==> src/rtl/dmem_access_ctrl_if.sv <==
// Bus bundle for the data-memory access controller: core load/store port,
// external (debug/DMA) port and the single-port SRAM port.
interface dmem_access_ctrl_if #(
    parameter int ADDR_W = 10
);
    logic              core_req_i;
    logic              core_we_i;
    logic [31:0]       core_addr_i;
    logic [31:0]       core_wdata_i;
    logic [2:0]        core_type_i;
    logic              core_stall_o;
    logic              core_misalign_o;
    logic              core_rvalid_o;
    logic [31:0]       core_rdata_o;

    logic              ext_req_i;
    logic              ext_we_i;
    logic [31:0]       ext_addr_i;
    logic [31:0]       ext_wdata_i;
    logic [3:0]        ext_be_i;
    logic              ext_gnt_o;
    logic              ext_rvalid_o;
    logic [31:0]       ext_rdata_o;

    logic              sram_cs_o;
    logic              sram_we_o;
    logic [ADDR_W-1:0] sram_addr_o;
    logic [31:0]       sram_wdata_o;
    logic [3:0]        sram_be_o;
    logic [31:0]       sram_rdata_i;

    // Controller side
    modport slave (
        input  core_req_i, core_we_i, core_addr_i, core_wdata_i, core_type_i,
        output core_stall_o, core_misalign_o, core_rvalid_o, core_rdata_o,
        input  ext_req_i, ext_we_i, ext_addr_i, ext_wdata_i, ext_be_i,
        output ext_gnt_o, ext_rvalid_o, ext_rdata_o,
        output sram_cs_o, sram_we_o, sram_addr_o, sram_wdata_o, sram_be_o,
        input  sram_rdata_i
    );

    // Environment side: pipeline, external master and SRAM macro
    modport master (
        output core_req_i, core_we_i, core_addr_i, core_wdata_i, core_type_i,
        input  core_stall_o, core_misalign_o, core_rvalid_o, core_rdata_o,
        output ext_req_i, ext_we_i, ext_addr_i, ext_wdata_i, ext_be_i,
        input  ext_gnt_o, ext_rvalid_o, ext_rdata_o,
        input  sram_cs_o, sram_we_o, sram_addr_o, sram_wdata_o, sram_be_o,
        output sram_rdata_i
    );
endinterface

==> src/rtl/dmem_access_ctrl.sv <==
// Data-memory access controller: arbitrates a single-port SRAM between the core
// load/store port and an external port, builds store lanes and aligns load data.
module dmem_access_ctrl #(
    parameter int ADDR_W       = 10,
    parameter int STARVE_LIMIT = 4
) (
    input  logic              clk,
    input  logic              resetn,
    dmem_access_ctrl_if.slave bus
);
    localparam int CNT_W = $clog2(STARVE_LIMIT + 1);
    localparam logic [CNT_W-1:0] STARVE_MAX = CNT_W'(STARVE_LIMIT);

    // Owner of the read response due in the current cycle
    typedef enum logic [1:0] {
        RD_NONE = 2'd0,
        RD_CORE = 2'd1,
        RD_EXT  = 2'd2
    } rd_state_t;

    rd_state_t         r_rd_state;
    rd_state_t         w_rd_state_next;
    logic [CNT_W-1:0]  r_starve_cnt;
    logic [1:0]        r_ld_off;
    logic [2:0]        r_ld_type;
    logic [31:0]       r_core_rdata;
    logic [31:0]       r_ext_rdata;

    logic              w_core_legal;
    logic              w_core_ok;
    logic              w_force;
    logic              w_core_gnt;
    logic              w_ext_gnt;
    logic [1:0]        w_core_off;
    logic [3:0]        w_core_be;
    logic [31:0]       w_core_wdata;
    logic [31:0]       w_shifted;
    logic [7:0]        w_ld_byte;
    logic [15:0]       w_ld_half;
    logic [31:0]       w_ld_data;
    logic              w_core_rvalid;
    logic              w_ext_rvalid;
    logic              w_unused;

    assign w_core_off = bus.core_addr_i[1:0];

    always_comb begin
        w_core_legal = 1'b0;
        case (bus.core_type_i)
            3'b000, 3'b100: w_core_legal = 1'b1;
            3'b001, 3'b101: w_core_legal = ~w_core_off[0];
            3'b010:         w_core_legal = (w_core_off == 2'b00);
            default:        w_core_legal = 1'b0;
        endcase
    end

    assign w_core_ok = bus.core_req_i & w_core_legal;

    // A starved ext request pre-empts the core; otherwise the core has priority.
    assign w_force    = bus.ext_req_i & (r_starve_cnt == STARVE_MAX);
    assign w_ext_gnt  = resetn & (w_force | (bus.ext_req_i & ~w_core_ok));
    assign w_core_gnt = resetn & ~w_force & w_core_ok;

    assign bus.core_misalign_o = bus.core_req_i & ~w_core_legal;
    assign bus.core_stall_o    = resetn & w_core_ok & ~w_core_gnt;
    assign bus.ext_gnt_o       = w_ext_gnt;

    // Store lanes: byte/half data is replicated so the enabled lanes see it.
    generate
        for (genvar gi = 0; gi < 4; gi++) begin : g_lane
            assign w_core_be[gi] =
                (bus.core_type_i[1:0] == 2'b00) ? (w_core_off == 2'(gi)) :
                (bus.core_type_i[1:0] == 2'b01) ? (w_core_off[1] == (gi >= 2)) :
                                                  1'b1;
            assign w_core_wdata[gi*8 +: 8] =
                (bus.core_type_i[1:0] == 2'b00) ? bus.core_wdata_i[7:0] :
                (bus.core_type_i[1:0] == 2'b01) ? bus.core_wdata_i[(gi%2)*8 +: 8] :
                                                  bus.core_wdata_i[gi*8 +: 8];
        end
    endgenerate

    always_comb begin
        bus.sram_cs_o    = 1'b0;
        bus.sram_we_o    = 1'b0;
        bus.sram_addr_o  = '0;
        bus.sram_wdata_o = '0;
        bus.sram_be_o    = 4'b0000;
        if (w_ext_gnt) begin
            bus.sram_cs_o    = 1'b1;
            bus.sram_we_o    = bus.ext_we_i;
            bus.sram_addr_o  = bus.ext_addr_i[ADDR_W+1:2];
            bus.sram_wdata_o = bus.ext_wdata_i;
            bus.sram_be_o    = bus.ext_we_i ? bus.ext_be_i : 4'b0000;
        end else if (w_core_gnt) begin
            bus.sram_cs_o    = 1'b1;
            bus.sram_we_o    = bus.core_we_i;
            bus.sram_addr_o  = bus.core_addr_i[ADDR_W+1:2];
            bus.sram_wdata_o = w_core_wdata;
            bus.sram_be_o    = bus.core_we_i ? w_core_be : 4'b0000;
        end
    end

    always_comb begin
        w_rd_state_next = RD_NONE;
        if (w_ext_gnt && !bus.ext_we_i) begin
            w_rd_state_next = RD_EXT;
        end else if (w_core_gnt && !bus.core_we_i) begin
            w_rd_state_next = RD_CORE;
        end
    end

    always_ff @(posedge clk) begin
        if (!resetn) begin
            r_rd_state <= RD_NONE;
        end else begin
            r_rd_state <= w_rd_state_next;
        end
    end

    always_ff @(posedge clk) begin
        if (!resetn) begin
            r_starve_cnt <= '0;
        end else if (bus.ext_req_i && !w_ext_gnt) begin
            r_starve_cnt <= (r_starve_cnt == STARVE_MAX) ? STARVE_MAX : r_starve_cnt + 1'b1;
        end else begin
            r_starve_cnt <= '0;
        end
    end

    always_ff @(posedge clk) begin
        if (!resetn) begin
            r_ld_off  <= 2'b00;
            r_ld_type <= 3'b000;
        end else if (w_core_gnt && !bus.core_we_i) begin
            r_ld_off  <= w_core_off;
            r_ld_type <= bus.core_type_i;
        end
    end

    // Load alignment runs on the SRAM output the cycle after the grant.
    assign w_shifted = bus.sram_rdata_i >> {r_ld_off, 3'b000};
    assign w_ld_byte = w_shifted[7:0];
    assign w_ld_half = r_ld_off[1] ? bus.sram_rdata_i[31:16] : bus.sram_rdata_i[15:0];

    always_comb begin
        w_ld_data = bus.sram_rdata_i;
        case (r_ld_type)
            3'b000:  w_ld_data = {{24{w_ld_byte[7]}}, w_ld_byte};
            3'b100:  w_ld_data = {24'h000000, w_ld_byte};
            3'b001:  w_ld_data = {{16{w_ld_half[15]}}, w_ld_half};
            3'b101:  w_ld_data = {16'h0000, w_ld_half};
            default: w_ld_data = bus.sram_rdata_i;
        endcase
    end

    // A response pending when reset arrives is suppressed immediately.
    assign w_core_rvalid = resetn & (r_rd_state == RD_CORE);
    assign w_ext_rvalid  = resetn & (r_rd_state == RD_EXT);

    always_ff @(posedge clk) begin
        if (!resetn) begin
            r_core_rdata <= '0;
            r_ext_rdata  <= '0;
        end else begin
            if (w_core_rvalid) begin
                r_core_rdata <= w_ld_data;
            end
            if (w_ext_rvalid) begin
                r_ext_rdata <= bus.sram_rdata_i;
            end
        end
    end

    assign bus.core_rvalid_o = w_core_rvalid;
    assign bus.core_rdata_o  = w_core_rvalid ? w_ld_data : r_core_rdata;
    assign bus.ext_rvalid_o  = w_ext_rvalid;
    assign bus.ext_rdata_o   = w_ext_rvalid ? bus.sram_rdata_i : r_ext_rdata;

    assign w_unused = ^{bus.ext_addr_i[31:ADDR_W+2], bus.ext_addr_i[1:0],
                        bus.core_addr_i[31:ADDR_W+2]};
endmodule
==> src/flat_wrapper.sv <==
// flat-port wrapper written by rule: the top's interface ports become plain ports
module dmem_access_ctrl_flat 
#(
    parameter int ADDR_W       = 10,
    parameter int STARVE_LIMIT = 4
)
  (clk, resetn, bus_core_req_i, bus_core_we_i, bus_core_addr_i, bus_core_wdata_i, bus_core_type_i, bus_core_stall_o, bus_core_misalign_o, bus_core_rvalid_o, bus_core_rdata_o, bus_ext_req_i, bus_ext_we_i, bus_ext_addr_i, bus_ext_wdata_i, bus_ext_be_i, bus_ext_gnt_o, bus_ext_rvalid_o, bus_ext_rdata_o, bus_sram_cs_o, bus_sram_we_o, bus_sram_addr_o, bus_sram_wdata_o, bus_sram_be_o, bus_sram_rdata_i);
  dmem_access_ctrl_if #(.ADDR_W(ADDR_W)) bus_i ();
  input  logic clk;
  input  logic resetn;
  input wire logic [$bits(bus_i.core_req_i)-1:0] bus_core_req_i;
  input wire logic [$bits(bus_i.core_we_i)-1:0] bus_core_we_i;
  input wire logic [$bits(bus_i.core_addr_i)-1:0] bus_core_addr_i;
  input wire logic [$bits(bus_i.core_wdata_i)-1:0] bus_core_wdata_i;
  input wire logic [$bits(bus_i.core_type_i)-1:0] bus_core_type_i;
  output wire logic [$bits(bus_i.core_stall_o)-1:0] bus_core_stall_o;
  output wire logic [$bits(bus_i.core_misalign_o)-1:0] bus_core_misalign_o;
  output wire logic [$bits(bus_i.core_rvalid_o)-1:0] bus_core_rvalid_o;
  output wire logic [$bits(bus_i.core_rdata_o)-1:0] bus_core_rdata_o;
  input wire logic [$bits(bus_i.ext_req_i)-1:0] bus_ext_req_i;
  input wire logic [$bits(bus_i.ext_we_i)-1:0] bus_ext_we_i;
  input wire logic [$bits(bus_i.ext_addr_i)-1:0] bus_ext_addr_i;
  input wire logic [$bits(bus_i.ext_wdata_i)-1:0] bus_ext_wdata_i;
  input wire logic [$bits(bus_i.ext_be_i)-1:0] bus_ext_be_i;
  output wire logic [$bits(bus_i.ext_gnt_o)-1:0] bus_ext_gnt_o;
  output wire logic [$bits(bus_i.ext_rvalid_o)-1:0] bus_ext_rvalid_o;
  output wire logic [$bits(bus_i.ext_rdata_o)-1:0] bus_ext_rdata_o;
  output wire logic [$bits(bus_i.sram_cs_o)-1:0] bus_sram_cs_o;
  output wire logic [$bits(bus_i.sram_we_o)-1:0] bus_sram_we_o;
  output wire logic [$bits(bus_i.sram_addr_o)-1:0] bus_sram_addr_o;
  output wire logic [$bits(bus_i.sram_wdata_o)-1:0] bus_sram_wdata_o;
  output wire logic [$bits(bus_i.sram_be_o)-1:0] bus_sram_be_o;
  input wire logic [$bits(bus_i.sram_rdata_i)-1:0] bus_sram_rdata_i;
  assign bus_i.core_req_i = bus_core_req_i;
  assign bus_i.core_we_i = bus_core_we_i;
  assign bus_i.core_addr_i = bus_core_addr_i;
  assign bus_i.core_wdata_i = bus_core_wdata_i;
  assign bus_i.core_type_i = bus_core_type_i;
  assign bus_core_stall_o = bus_i.core_stall_o;
  assign bus_core_misalign_o = bus_i.core_misalign_o;
  assign bus_core_rvalid_o = bus_i.core_rvalid_o;
  assign bus_core_rdata_o = bus_i.core_rdata_o;
  assign bus_i.ext_req_i = bus_ext_req_i;
  assign bus_i.ext_we_i = bus_ext_we_i;
  assign bus_i.ext_addr_i = bus_ext_addr_i;
  assign bus_i.ext_wdata_i = bus_ext_wdata_i;
  assign bus_i.ext_be_i = bus_ext_be_i;
  assign bus_ext_gnt_o = bus_i.ext_gnt_o;
  assign bus_ext_rvalid_o = bus_i.ext_rvalid_o;
  assign bus_ext_rdata_o = bus_i.ext_rdata_o;
  assign bus_sram_cs_o = bus_i.sram_cs_o;
  assign bus_sram_we_o = bus_i.sram_we_o;
  assign bus_sram_addr_o = bus_i.sram_addr_o;
  assign bus_sram_wdata_o = bus_i.sram_wdata_o;
  assign bus_sram_be_o = bus_i.sram_be_o;
  assign bus_i.sram_rdata_i = bus_sram_rdata_i;
  dmem_access_ctrl #(.ADDR_W(ADDR_W), .STARVE_LIMIT(STARVE_LIMIT)) u_core (.clk(clk), .resetn(resetn), .bus(bus_i));
endmodule
==> config.mk <==
export PLATFORM = sky130hd
export DESIGN_NAME = dmem_access_ctrl_flat
export DESIGN_NICKNAME = d
export VERILOG_FILES = /design/src/rtl/dmem_access_ctrl_if.sv /design/src/rtl/dmem_access_ctrl.sv /design/src/flat_wrapper.sv
export SDC_FILE = /design/constraint.sdc
export NUM_CORES = 1
export LEC_CHECK = 0
export BUFFER_PORTS_ARGS = -buffer_cell sky130_fd_sc_hd__buf_2
export CORE_MARGIN = 5
export CORE_UTILIZATION = 43
export CTS_BUF_LIST = sky130_fd_sc_hd__clkbuf_16
export DETAILED_ROUTE_END_ITERATION = 10
export PLACE_DENSITY_LB_ADDON = 0.1
export SETUP_SLACK_MARGIN = 0.3
export SLEW_MARGIN = 0
export SYNTH_ARGS = -nofsm -noshare
export SYNTH_HDL_FRONTEND = slang
export SYNTH_SLANG_ARGS = --single-unit
==> constraint.sdc <==
create_clock -name clk -period 2.25 [get_ports clk]
set_input_delay 0.225 -clock clk [delete_from_list [all_inputs] [get_ports clk]]
set_output_delay 0.225 -clock clk [all_outputs]
set_load 0.01 [all_outputs]
==> impl_results.md <==
* Final period util at 96.5%
* # setup viols final at 0
* Top delay family on crit path: buffers and inverters
* Utilization after layout at 71.2%
* Min-Delay Startpoint: bus_ext_we_i
* Worst path required time at 2.03 ns
* Worst Tran Pin Value at 0.560 ns
* Worst Setup EP: bus_core_rdata_o[27]
* Fin area at 0.00728 mm2
* Top FF cell, synth: dfxtp_1
* Post-synth ARST share at 0%
* CTS max path bufs at 2
* P&R area growth vs syn at 62.8%
* Switching power at 1.03 mW
* Tot GR Track Use at 28.5%
* Post-CTS Hold Buffers at 0
* Syn_nets at 708
* CTS tree: built
* Hpwl dp at 13.3 mm
* Total Wirelength at 19.3 mm
* Most used cell along the critical path: buf_12
* Clk pwr share at 39.3%
* I/O pin cnt at 290
* DRT Pass-1 Iters at 5
* Drt wl/cell at 20.5 um
* Core Region at 0.0102 mm2
* Dominant cells by area after synthesis: dfxtp_1, mux2_2, mux2i_1
* Worst VDD drop at 390 uV
* Input/output buffers at 247
* Number of max-cap violations at 0
* CP max stage delay at 0.36 ns
* Max FO, Critical Path at 16
* Post-Syn Area at 0.00447 mm2
* Stages on worst setup path at 7
* Setup crit start kind: flip-flop
* Mapped Cells at 533
* EDFF count, synth at 0
* Initial Util at 43.7%
* DRT antenna net count at 0
* PnR worst setup slack at 0.0795 ns
* Combinational power share at 23.4%
* Worst path slowest cell: dfxtp_4
* CTS Sinks at 74
* Inserted Diodes at 0
* CP Class: flip-flop to output pin
* # fillers at 796
* Initial antenna violation count at 0
* Die area at 0.0125 mm2
* Worst R2R End: u_core.r_core_rdata[9]
* Drt first-iter violations at 394
* Setup TNS at 0 ns
* Fin Hold WS at 0.156 ns
* Seq cells post-synth at 74
* H-tree Lvls at 3
* Leakage at 3.47 nW
* Clock Tree Root: clkbuf_16
* Pins Over Slew Limit at 0
* Gpl congestion at 0.884
* Post-layout nets at 973
* First-pass GRT wire length at 28.6 mm
* Crit end category: output pin
* Die extent in x at 112 um
* DR vias/cell at 5.61
* Synth top cells by count: dfxtp_1, nand2_1, and2_1
* Setup slack at placement at 0.0821 ns
* Total CTS buffers at 9
* Worst-case reg-to-reg path depth at 6
* Clk Latency, worst-skew pair at 0.33 ns
* Warnings from Yosys at 0
* Grt ovf at 0
* Clk slew on worst S/H paths at 0.06 ns
* Count of cell types in the netlist at 45
* CP cell instances: buf_12 -> mux2i_4 -> nor4b_4 -> nor3_4 -> buf_12 -> a21oi_1 -> buf_2
* Skew final at 0.00675 ns
* Via count at 5266
* Count leader, synth: dfxtp_1
* Worst reg2reg path startpoint: u_core.r_ld_off[1]
* Status: finished, final reports clean
* Final Hold Viols at 0
* Area share of the largest cell type after synthesis at 33.1%
* Largest area contributor in the netlist: dfxtp_1
* Number of global-route vias before repair at 5300
* Flop pwr share at 37.4%
* F_max at 461 MHz
* Largest net degree at the start of global routing at 62
* Hold WC Path Type: primary input to flip-flop
* Minimum clock period at 2.17 ns
* Placed instance area at 0.00589 mm2
* Mapped Avg Cell Area at 8.39 um2
* Sw frac at 28.4%
* Worst Setup SP: u_core.r_ld_off[1]
* Arr. time, crit path at 1.95 ns
* Worst reg-to-reg setup slack at 0.41 ns
* Int Pwr at 2.58 mW
* Drt drc at 0
* Layout cells sized above 1 at 52.4%
* Unrepaired setup endpoints after global routing: yes
* Worst path bufs/invs at 3
* Max_slew headroom at 62.3%
* PwrDens at 496 mW/mm2
* Die height at 112 um
* Row count at 37
* Sequential area share after synthesis at 33.1%
[kinds of logic (layout without fill, tap and decap cells)]
family | count (synthesis) | after routing | synth area share, %
xor+xnor | 1 | 1 | 0.196
compound gates | 162 | 162 | 25.5
buf+inv | 58 | 328 | 5.18
fa+ha+maj | 2 | 2 | 0.560
mux | 66 | 66 | 16.1
flops | 74 | 74 | 33.1
simple gates | 170 | 170 | 19.3
[power groups by stage]
stage	clock network, mW	logic [mW]	registers [mW]
after global placement	0	0.642	1.38
final	1.42	0.843	1.35
after detailed placement	0	0.652	1.38
after CTS	1.44	0.762	1.35
after global routing	1.51	0.897	1.35
after floorplan	0	0.324	1.37
[metal layers]
metal | routed length (um) | vias up | track usage [%]
met3 | 1630 | 18 | 7.12
li1 | - | 2471 | -
met2 | 9570 | 269 | 48.5
met5 | 0 | - | 0
met4 | 255 | 0 | 7.21
met1 | 7810 | 2508 | 36.2
[through the flow]
step / std cells / power, mW
global route: 939 / 3.75
detailed placement: 890 / 2.03
CTS: 933 / 3.55
global placement: 890 / 2.02
floorplan: 533 / 1.70
finish: 939 / 3.61
[timing repair]
| item | in CTS | in global routing |
|---|---|---|
| buffers inserted | 19 | 3 |
| gates cloned | 8 | 3 |
| pin swaps | 26 | 11 |
| resized for setup | 96 | 57 |
| endpoints found under the setup margin | 80 | 81 |
[worst min-delay path by stage]
stage	cells past startpoint	slack (ns)	to
6_report	2	0.16	u_core.r_rd_state[1]
5_1_grt	2	0.15	u_core.r_rd_state[1]
4_1_cts	2	0.14	u_core.r_rd_state[1]
3_5_place_dp	2	0.48	u_core.r_core_rdata[6]
3_3_place_gp	2	0.46	u_core.r_core_rdata[6]
2_1_floorplan	1	0.30	u_core.r_rd_state[1]
[state kept, by name, summed over array words and instances (netlist names)]
signal / flops
u_core.r_ext_rdata: 32
u_core.r_starve_cnt: 3
u_core.r_core_rdata: 32
u_core.r_ld_off: 2
u_core.r_rd_state: 2
u_core.r_ld_type: 3
[final cells by class]
| type | instances | area, um2 | share of cell area, % |
|---|---|---|---|
| clock buffers | 9 | 225 | 3.09 |
| clock inverters | 7 | 71.3 | 0.980 |
| inverters | 13 | 66.3 | 0.911 |
| multi-input cells | 401 | 3230 | 44.3 |
| flip-flops and latches | 74 | 1500 | 20.6 |
| well taps | 136 | 170 | 2.34 |
| repair buffers | 293 | 1940 | 26.7 |
| repair inverters | 6 | 81.3 | 1.12 |
[cells in the final DEF (no fill, tap or decap), types with 4 or more instances in the layout]
cell / n
a211oi_2: 7
a21oi_1: 34
a22o_1: 25
a31oi_1: 6
and2_1: 41
buf_12: 8
buf_2: 224
buf_4: 27
buf_6: 29
clkbuf_16: 11
dfxtp_1: 68
dfxtp_4: 4
inv_1: 9
inv_8: 4
mux2_2: 39
mux2i_1: 24
nand2_1: 53
nand2b_1: 8
nor2_1: 31
nor3_1: 5
nor3b_1: 9
o211ai_1: 7
o21ai_0: 30
o22ai_2: 4
o2bb2ai_2: 10
o2bb2ai_4: 6
o311a_1: 6
o31a_1: 12
Power figures use the tool's default switching activity.
